`src/rtl/unary_add_pkg.sv`:
```
// Shared types and helpers for the N-input unary adder.
// Holds the FSM state encoding and the ones-count function.
package unary_add_pkg;

    typedef enum logic [1:0] {
        IDLE,
        ACCUM,
        EMIT,
        DONE
    } state_t;

    localparam int MAX_IN = 64;

    function automatic int pc_width(input int n);
        return $clog2(n + 1);
    endfunction

    // Zero-extended input; callers narrow the result to pc_width(NUM_IN).
    function automatic int unsigned popcount(
        input logic [MAX_IN-1:0] bits
    );
        int unsigned n;
        n = 0;
        for (int i = 0; i < MAX_IN; i++) begin
            n = n + 32'(bits[i]);
        end
        return n;
    endfunction

endpackage

```
`src/rtl/unary_add_nch_popcount.sv`:
```
// Combinational ones-count of the NUM_IN input stream bits.
// Thin wrapper around the package popcount function.
module unary_popcount
    import unary_add_pkg::*;
#(
    parameter int NUM_IN = 2,
    parameter int PC_W   = pc_width(NUM_IN)
) (
    input  logic [NUM_IN-1:0] din,
    output logic [PC_W-1:0]   ones
);

    logic [MAX_IN-1:0] ext;

    always_comb begin
        ext             = '0;
        ext[NUM_IN-1:0] = din;
    end

    assign ones = PC_W'(popcount(ext));

endmodule

```
`src/rtl/unary_add_nch.sv`:
```
// N-input unary adder: counts ones into a saturating accumulator,
// then replays the total as a thermometer stream on dout.
module unary_add_nch
    import unary_add_pkg::*;
#(
    parameter int NUM_IN = 2,
    parameter int CNT_W  = 5
) (
    input  logic              clk,
    input  logic              rst,
    input  logic              en,
    input  logic              read_or_write,
    input  logic [NUM_IN-1:0] din,
    output logic              dout,
    output logic              C,
    output logic              done,
    output logic              busy,
    output logic [CNT_W-1:0]  count
);

    localparam int PC_W  = pc_width(NUM_IN);
    localparam int SUM_W = ((CNT_W > PC_W) ? CNT_W : PC_W) + 1;
    localparam logic [SUM_W-1:0] CNT_MAX =
        {{(SUM_W-CNT_W){1'b0}}, {CNT_W{1'b1}}};

    state_t state_q;
    state_t state_d;

    logic [CNT_W-1:0] count_q;
    logic [CNT_W-1:0] count_d;
    logic [CNT_W-1:0] rem_q;
    logic [CNT_W-1:0] rem_d;
    logic             c_q;
    logic             c_d;
    logic             dout_q;
    logic             dout_d;
    logic             done_q;
    logic             done_d;

    logic [PC_W-1:0]  ones;
    logic [CNT_W-1:0] acc_base;
    logic [SUM_W-1:0] sum;
    logic             sat;
    logic [CNT_W-1:0] acc_cnt;

    unary_popcount #(
        .NUM_IN (NUM_IN),
        .PC_W   (PC_W)
    ) u_popcount (
        .din  (din),
        .ones (ones)
    );

    // A fresh read phase (from IDLE or DONE) starts from zero.
    assign acc_base = (state_q == ACCUM) ? count_q : '0;
    assign sum = {{(SUM_W-CNT_W){1'b0}}, acc_base}
               + {{(SUM_W-PC_W){1'b0}}, ones};
    assign sat     = (sum > CNT_MAX);
    assign acc_cnt = sat ? {CNT_W{1'b1}} : sum[CNT_W-1:0];

    always_comb begin
        state_d = state_q;
        count_d = count_q;
        c_d     = c_q;
        rem_d   = rem_q;
        dout_d  = 1'b0;
        done_d  = 1'b0;
        unique case (1'b1)
            (state_q == IDLE),
            (state_q == DONE): begin
                if (!read_or_write) begin
                    state_d = ACCUM;
                    count_d = acc_cnt;
                    c_d     = sat;
                end
            end
            (state_q == ACCUM): begin
                if (read_or_write) begin
                    rem_d   = count_q;
                    state_d = EMIT;
                end else begin
                    count_d = acc_cnt;
                    c_d     = c_q | sat;
                end
            end
            (state_q == EMIT): begin
                if (rem_q != '0) begin
                    dout_d = 1'b1;
                    rem_d  = rem_q - CNT_W'(1);
                end else begin
                    done_d  = 1'b1;
                    state_d = DONE;
                end
            end
            default: begin
                state_d = IDLE;
            end
        endcase
    end

    always_ff @(posedge clk) begin
        if (rst) begin
            state_q <= IDLE;
            count_q <= '0;
            rem_q   <= '0;
            c_q     <= 1'b0;
            dout_q  <= 1'b0;
            done_q  <= 1'b0;
        end else if (en) begin
            state_q <= state_d;
            count_q <= count_d;
            rem_q   <= rem_d;
            c_q     <= c_d;
            dout_q  <= dout_d;
            done_q  <= done_d;
        end else begin
            done_q  <= 1'b0;
        end
    end

    assign dout  = dout_q;
    assign C     = c_q;
    assign done  = done_q;
    assign busy  = (state_q == EMIT);
    assign count = count_q;

endmodule

```
`config.mk`:
```
export PLATFORM = sky130hd
export DESIGN_NAME = unary_add_nch
export DESIGN_NICKNAME = d
export VERILOG_FILES = /design/src/rtl/unary_add_pkg.sv /design/src/rtl/unary_add_nch_popcount.sv /design/src/rtl/unary_add_nch.sv
export SDC_FILE = /design/constraint.sdc
export NUM_CORES = 1
export LEC_CHECK = 0
export ABC_AREA = 1
export CORE_MARGIN = 8
export CORE_UTILIZATION = 55
export DETAILED_ROUTE_END_ITERATION = 8
export PLACE_DENSITY = 0.82
export SLEW_MARGIN = 10
export SYNTH_ARGS = -nofsm -noshare
export SYNTH_HDL_FRONTEND = slang
export SYNTH_SLANG_ARGS = --single-unit
```
`constraint.sdc`:
```
create_clock -name clk -period 3.45 [get_ports clk]
set_input_delay 0.345 -clock clk [delete_from_list [all_inputs] [get_ports clk]]
set_output_delay 0.345 -clock clk [all_outputs]
set_load 0.02 [all_outputs]
```
Word-level counts from Yosys, hierarchy flattened:

Index checks and enable logic that the tools add are counted.

* magnitude comparators: 1
* bitwise operators: 4
* mux-type cells: 15
* reductions and logical operators: 11
* add/subtract/negate cells: 3
* equality and inequality tests: 8

Operator list (count)
* 5-bit 2-to-1 mux: 4
* 4-bit AND reduction: 3
* 5-bit case mux with 2 select lines: 1
* 2-bit != test (second input constant): 4
* 5-bit by 2-bit adder with 6-bit output: 1
* 6-bit by 5-bit > comparator with 1-bit output (second input constant): 1
* 2-bit 2-to-1 mux: 3
* 2-bit case mux with 3 select lines: 1
* 3-bit OR reduction: 2
* 1-bit 2-to-1 mux: 5
* 5-bit nonzero test: 1
* 5-bit by 1-bit subtractor with 5-bit output (second input constant): 1
* 2-bit equality test (second input constant): 2
* 2-bit nonzero test: 2
* 1-bit NOT: 3
* 3-bit AND reduction: 1
* 1-bit by 1-bit adder with 2-bit output: 1
* 2-bit by 1-bit equality test with 1-bit output (second input constant): 1
* 2-bit logical NOT: 1
* 2-bit by 1-bit != test with 1-bit output (second input constant): 1
* 1-bit case mux with 2 select lines: 1
* 2-bit OR reduction: 1
* 1-bit OR: 1

* logic and storage cells: 48
* input bits: 6
* register bits after elaboration: 15
* output and inout port bits: 9

Logic depth before layout (Yosys ltp):

Gate-level depths: netlist of run 1.

* depth after elaboration: 7
* depth in mapped cells: 13
* gate-level depth less buffers: 12

Hierarchy:

From an unflattened synthesis of run 1, not the netlist that was laid out.

* cells, all modules: 140
* area, all modules: 969.7 um2

Modules (own cells, without submodules)
* unary_add_nch: area an instance 957.2 um2, cells each 139, seq. area each 300.3 um2, instances 1
* unary_popcount: area an instance 12.5 um2, cells each 1, seq. area each 0.0 um2, instances 1

Worst setup path after synthesis of run 1:

OpenSTA, ideal clock, no wires.

* path type: flip-flop to flip-flop
* start: register state_q[1]
* end: register count_q[4], in the netlist count[4]
* library setup time: 66 ps
* cell stages (with the launch flop): 13
* clock period less this slack: 1852 ps
* arrival: 1786 ps
* setup slack: 1598 ps
* buffers on the path: 1
* data required time: 3384 ps
* path through: dfxtp_1 > inv_1 > ha_1 > buf_6 > nand2_1 > inv_1 > fa_1 > ha_1 > nand2_1 > nor2_1 > o21ai_0 > nand2_1 > a21oi_2

* word-level cells in the longest chain between the ends: 5
* elaborated cells on any way between the ends: 9
* classes of those cells: add/sub (1); order compare (1); eq/ne (2); mux (2); reduce/logical (3)

RTL lines
* start: declaration: line unary_add_nch.sv:26 `state_t state_q;`
* start signal: assignment: line unary_add_nch.sv:110 `state_q <= state_d;`
* 2-bit by 1-bit equality test with 1-bit output: line unary_add_nch.sv:55, unary_add_nch.sv:77
* 5-bit 2-to-1 mux: line unary_add_nch.sv:55 `assign acc_base = (state_q == ACCUM) ? count_q : '0;`
* 5-bit by 2-bit adder with 6-bit output: line unary_add_nch.sv:57 `+ {{(SUM_W-PC_W){1'b0}}, ones};`
* 6-bit by 5-bit > comparator with 1-bit output: line unary_add_nch.sv:58 `assign sat = (sum > CNT_MAX);`
* 5-bit 2-to-1 mux: line unary_add_nch.sv:59 `assign acc_cnt = sat ? {CNT_W{1'b1}} : sum[CNT_W-1:0];`
* end signal: assignment: line unary_add_nch.sv:111 `count_q <= count_d;`
* end: declaration: line unary_add_nch.sv:29 `logic [CNT_W-1:0] count_q;`

Parallel ways exist; a longest one is shown, timed or not.
A chain may end at the register's enable or synchronous reset.

Final worst setup path of run 1:

* start: register state_q[0]
* end: output busy

* word-level cells in the longest chain between the ends: 1

RTL lines
* 2-bit equality test: line unary_add_nch.sv:124 `assign busy = (state_q == EMIT);`
* end: declaration: line unary_add_nch.sv:17 `output logic busy,`

No other way between the ends.

==> out/metrics.yaml, run 1 <==
outcome:
  status: "completed"
power:
  p_sw_frac: 0.349
  vdd_drop_max_mv: 0.281
  leakagePower_nw: 0.496
  pwr-share-clk: 0.234
  intPower_w: 0.000281
  combPwrFrac: 0.308
  power_density_mw_per_mm2: 396
  switchingPower_w: 0.000151
  p_seq_frac: 0.459
logic_synthesis:
  synth_nets: 147
  yosys.area_share.simple: 0.357
  yosys_warnings: 0
  synth.avg_cell_area_um2: 6.84
  syn-instance-count: 136
  ys_ff_latch: 15
  seq_area_frac_synth: 0.323
  synth_top_family_by_area: "simple AND/OR/NAND/NOR gates"
  synth_compound_area_frac: 0.137
  synth_fa_ha_area_frac: 0.0754
  muxShareOfSynthArea: 0
  syn_area_um2: 930
  synth-xor-area-share: 0
  ys_types: 24
timing:
  worst_pin_slew_ns: 0.411
  hold_viol_final: 0
  finalCritPeriodShare: 0.613
  period_minus_slack_ns: 2.11
  fmax_mhz: 473
  relSlewSlack: 0.726
  setup_viol: 0
  hold_ws_ns: 0.490
  grt_setup_unrepaired: "no"
  fin_skew_ns: 0.00944
  finalSetupTns_ns: 0
  drv_slew: 0
run:
  maxCapViolCount: 0
routing:
  ant_nets: 0
  totalWireLength_um: 2000
  drc: 0
  viasPerCell: 5.28
  dr.pass1.iters: 4
  initialDrtViolationCount: 15
  wl_per_cell_um: 11.9
  dr_total_vias: 887
worst_setup_path:
  end_kind: "output pin"
  critPathMaxStageDelay_ns: 0.69
  critPathSlowestCell: "clkdlybuf4s50_1"
  critical_path_class: "flop to output pin"
  ff2ff_setup_slack_ns: 1.39
  crit_required_ns: 3.11
  path_cells: "inv_1, ha_1, clkdlybuf4s50_1"
  cp.arrival_ns: 1.77
  start_kind: "flop"
  path_max_fanout: 10
floorplanning:
  dieHeight_um: 57.1
  die_w_um: 57.1
  rows: 15
  pin_count: 15
  die_area_mm2: 0.00326
  coreArea_mm2: 0.00165
  start_util: 0.563
global_routing:
  grt_max_degree: 14
  antenna_found_initial: 0
  grt_pass1_wl_um: 3530
  grt_pass1_vias: 874
  gr-total-overflow: 0
  grtUsageTotal: 0.129
final_layout:
  syn2layout_area_growth_pct: 17.5
  fillers: 147
  num_antenna_cells: 0
  final_cell_mix: "nand2_1, nor2_1, inv_1"
  final_common_cell: "nand2_1"
  drive_gt1_frac: 0.132
  fin_nets: 163
placed_design:
  io_buffers: 14
  hpwl_um: 1570
  gp_congestion: 0.896
clocking:
  cts.sinks: 15
  h-tree-depth: 1
  ctsResizeCount: 0
  clock_latency_ns: 0.28
  cts_tree: "done"
  cts_setup_buffers: 0
  clk_path_buf_depth: 2
  cts-root-buf: "clkbuf_4"
  path_clk_slew_ns: 0.10
  ctsHoldBuffers: 0
  cts_buffers: 3
hold_path:
  min_path_type: "flop to flop"
==> worst max-delay path, delay by kind of cell, from the launching register on <==
family	cells	cell delay (ns)
buf+inv	2	0.76
fa+ha+maj	1	0.40
flops	1	0.33
==> kinds of logic (layout without fill, tap and decap cells) <==
kind of cell / count (synthesis) / after routing
flops: 15 / 15
buf+inv: 22 / 37
fa+ha+maj: 5 / 5
simple gates: 71 / 71
compound gates: 23 / 23
==> final cells by class <==
cell class,instances,area (um2),share of cell area
Multi-Input combinational cell,99,529,0.485
Tap cell,17,21.3,0.0195
Timing Repair Buffer,14,140,0.128
Clock inverter,1,5.00,0.00458
Clock buffer,3,22.5,0.0206
Sequential cell,15,300,0.275
Inverter,19,73.8,0.0676
==> per-stage QoR <==
step	std cells	total power, W	area, um2	worst slack [ns]	utilization
2_1_floorplan	136	0.000301	930	1.60	-
6_report	168	0.000432	1090	1.34	0.661
5_1_grt	168	0.000463	1090	1.24	0.661
3_5_place_dp	164	0.000336	1060	1.43	0.645
3_3_place_gp	164	0.000331	1060	1.50	0.645
4_1_cts	168	0.000438	1090	1.33	0.661
==> sequential cells by signal (all words and copies together) (netlist names) <==
register / count
dout: 1
C: 1
done: 1
count: 5
rem_q: 5
state_q: 2
==> final timing paths <==
kind | startpoint | to | cells after the start
max | state_q[0] | busy | 3
min | rem_q[1] | rem_q[1] | 2
max reg2reg | state_q[1] | count[4] | 11
min reg2reg | rem_q[1] | rem_q[1] | 2
==> cells in the mapped netlist <==
cell type,n,area [um2]
nand4_1,4,25.0
dfxtp_1,15,300
ha_1,4,50.1
a31oi_1,1,6.26
nand2_4,2,22.5
inv_2,2,7.51
buf_4,2,15.0
a21oi_2,2,17.5
inv_1,16,60.1
nand3_2,1,10.0
fa_1,1,20.0
a21oi_1,6,30.0
o21ai_2,1,8.76
nor2_2,2,12.5
nor3_1,1,5.00
nand2_2,3,18.8
nor2_1,24,90.1
inv_4,1,6.26
o21ai_1,1,5.00
nand3_1,4,20.0
nor2_4,2,22.5
nand2_1,28,105
o21ai_0,12,60.1
buf_6,1,11.3
==> power by group through the flow <==
| stage | registers [W] | clock network, W | logic (W) |
|---|---|---|---|
| 2_1_floorplan | 0.000205 | 0 | 0.0000955 |
| 3_3_place_gp | 0.000202 | 0 | 0.000129 |
| 3_5_place_dp | 0.000202 | 0 | 0.000134 |
| 4_1_cts | 0.000198 | 0.000105 | 0.000134 |
| 5_1_grt | 0.000200 | 0.000111 | 0.000152 |
| 6_report | 0.000198 | 0.000101 | 0.000133 |
==> routing by layer <==
layer / GRT usage / wire [um] / vias up
li1: - / - / 464
met1: 0.142 / 892 / 407
met2: 0.233 / 1020 / 14
met3: 0.0266 / 65 / 2
met4: 0.0537 / 17 / 0
met5: 0 / 0 / -
Power figures use the tool's default switching activity.
==> run 2: changes to the inputs <==
Settings changed: CORE_UTILIZATION 55 to 51, PLACE_DENSITY 0.82 to 0.77.
Clock period 3.45 ns to 2.18 ns, I/O delays scaled along.
==> run 2 against run 1 <==
  * Routed wire length increased by 2.6%
  * Via count increased by 3.4%
  * Core utilization decreased by 1.4 points
  * Clock power increased by 61%
  * Critical endpoint is now count[4]
==> out/metrics.yaml, run 2 (same netlist as run 1, synthesis figures left out) <==
worst_setup_path:
  start_kind: "flop"
  path_max_fanout: 3  # -7
  crit_required_ns: 2.40  # -0.71 ns
  critical_path_class: "flop to flop"
  timing.rr.end: "count[4]"
  reg2reg_from: "state_q[1]"
  rr_worst_depth: 11  # unchanged
  ff2ff_setup_slack_ns: 0.30  # -1.09 ns
  critPathLaunch: "state_q[1]"
  path_depth: 11  # +8
  path_cells: "inv_1, ha_1, nand2_1, inv_1, fa_1, ha_1, nand2_1, nor2_1, o21ai_0, nand2_1, a21oi_2"
  critPathSlowestCell: "fa_1"
  path_delay_family: "adder cells"
  critPathMaxStageDelay_ns: 0.38  # -0.31 ns
  cp.arrival_ns: 2.11  # +0.34 ns
  crit_buf_inv: 2  # unchanged
  critical_path.endpoint: "count[4]"
  end_kind: "flop"
  crit_top_cell: "nand2_1"
clocking:
  cts_tree: "done"
  cts_setup_buffers: 0  # unchanged
  path_clk_slew_ns: 0.10  # about the same
  ctsHoldBuffers: 0  # unchanged
  ctsResizeCount: 0  # unchanged
  clock_latency_ns: 0.29  # about the same
  clk_path_buf_depth: 2  # unchanged
  h-tree-depth: 1  # unchanged
  cts.sinks: 15  # unchanged
  cts-root-buf: "clkbuf_4"
  cts_buffers: 3  # unchanged
placed_design:
  hpwl_um: 1610  # +2.6%
  io_buffers: 14  # unchanged
  post-place-ws_ns: 0.287  # -1.14 ns
  gp_congestion: 0.782  # -13%
power:
  leakagePower_nw: 0.506  # +2.1%
  intPower_w: 0.000450  # +60%
  power_density_mw_per_mm2: 621  # +57%
  pwr-share-clk: 0.234  # about the same
  combPwrFrac: 0.313  # +0.005
  switchingPower_w: 0.000244  # +61%
  vdd_drop_max_mv: 0.343  # +22%
  p_sw_frac: 0.352  # +0.00234
  p_seq_frac: 0.453  # -0.006
timing:
  setup_slack_ns: 0.296  # -1.04 ns
  setup_viol: 0  # unchanged
  finalSetupTns_ns: 0  # unchanged
  relSlewSlack: 0.741  # +0.0149
  fin_skew_ns: 0.0140  # +0.00458 ns
  period_minus_slack_ns: 1.88
  finalCritPeriodShare: 0.864
  grt_setup_unrepaired: "no"
  fmax_mhz: 531
  drv_slew: 0  # unchanged
  hold_viol_final: 0  # unchanged
  worst_pin_slew_ns: 0.389  # -0.0228 ns
final_layout:
  syn2layout_area_growth_pct: 20.2
  final_cell_mix: "nand2_1, nor2_1, inv_1"
  fin_nets: 165  # +1.2%
  final_common_cell: "nand2_1"
  drive_gt1_frac: 0.144  # +0.0113
  num_antenna_cells: 0  # unchanged
floorplanning:
  rows: 15  # unchanged
  pin_count: 15  # unchanged
  start_util: 0.538  # -0.0245
  dieHeight_um: 58.7  # +2.8%
  coreArea_mm2: 0.00173  # +4.5%
  die_w_um: 58.7  # +2.8%
  die_area_mm2: 0.00345  # +5.6%
routing:
  totalWireLength_um: 2050  # +2.6%
  viasPerCell: 5.15  # -2.4%
  wl_per_cell_um: 11.5  # -3.2%
  initialDrtViolationCount: 16  # +1
  ant_nets: 0  # unchanged
  drc: 0  # unchanged
  dr_total_vias: 917  # +3.4%
  dr.pass1.iters: 4  # unchanged
global_routing:
  grt_pass1_vias: 883  # +1.0%
  grtUsageTotal: 0.133  # +0.00375
  grt_pass1_wl_um: 3620  # +2.3%
  antenna_found_initial: 0  # unchanged
  gr-total-overflow: 0  # unchanged
  grt_max_degree: 14  # unchanged
outcome:
  status: "completed"
hold_path:
  min_path_type: "flop to flop"
run:
  maxCapViolCount: 0  # unchanged
run 2: stage by stage:
| stage | total power (W) | hold slack (ns) | util | std cells | instance area, um2 |
|---|---|---|---|---|---|
| 6_report | 0.000694 | 0.494 | 0.647 | 178 | 1120 |
| 5_1_grt | 0.000748 | 0.529 | 0.647 | 178 | 1120 |
| 4_1_cts | 0.000703 | 0.498 | 0.647 | 178 | 1120 |
| 3_5_place_dp | 0.000537 | 0.477 | 0.631 | 174 | 1090 |
| 3_3_place_gp | 0.000530 | 0.470 | 0.631 | 174 | 1090 |
| 2_1_floorplan | 0.000476 | 0.280 | - | 136 | 930 |
run 2: how the worst min path moves through the flow:
stage,cells past startpoint,from,to,slack [ns]
floorplan,1,rst,count[4],0.28
global placement,2,rem_q[1],rem_q[1],0.47
detailed placement,2,rem_q[1],rem_q[1],0.48
CTS,2,rem_q[1],rem_q[1],0.50
global route,2,count[4],count[4],0.53
finish,2,rem_q[1],rem_q[1],0.49
run 2: worst register-to-register path, stage by stage (launching register included):
cell	delay (ns)
dfxtp_1	0.36
inv_1	0.05
ha_1	0.20
nand2_1	0.08
inv_1	0.04
fa_1	0.38
ha_1	0.24
nand2_1	0.07
nor2_1	0.04
o21ai_0	0.16
nand2_1	0.08
a21oi_2	0.11
run 2: final cells by class:
type / count / area, um2
clock buffer: 3 / 22.5
clock inverter: 1 / 5.00
fill: 166 / 609
inverter: 19 / 73.8
multi-input combinational: 99 / 529
sequential: 15 / 300
tap: 25 / 31.3
timing repair buffer: 16 / 155
run 2: metal layers:
metal	vias up	global-route usage	share of wire
met5	-	0	0
met4	0	0.0512	0.015
met3	4	0.0522	0.041
met2	13	0.233	0.50
met1	434	0.140	0.45
li1	466	-	-
run 2: power groups by stage:
stage | logic (W) | clock network [W] | registers, W
after floorplan | 0.000151 | 0 | 0.000325
after global placement | 0.000211 | 0 | 0.000319
after detailed placement | 0.000217 | 0 | 0.000320
after CTS | 0.000218 | 0.000171 | 0.000314
after global routing | 0.000244 | 0.000186 | 0.000317
final | 0.000217 | 0.000163 | 0.000314
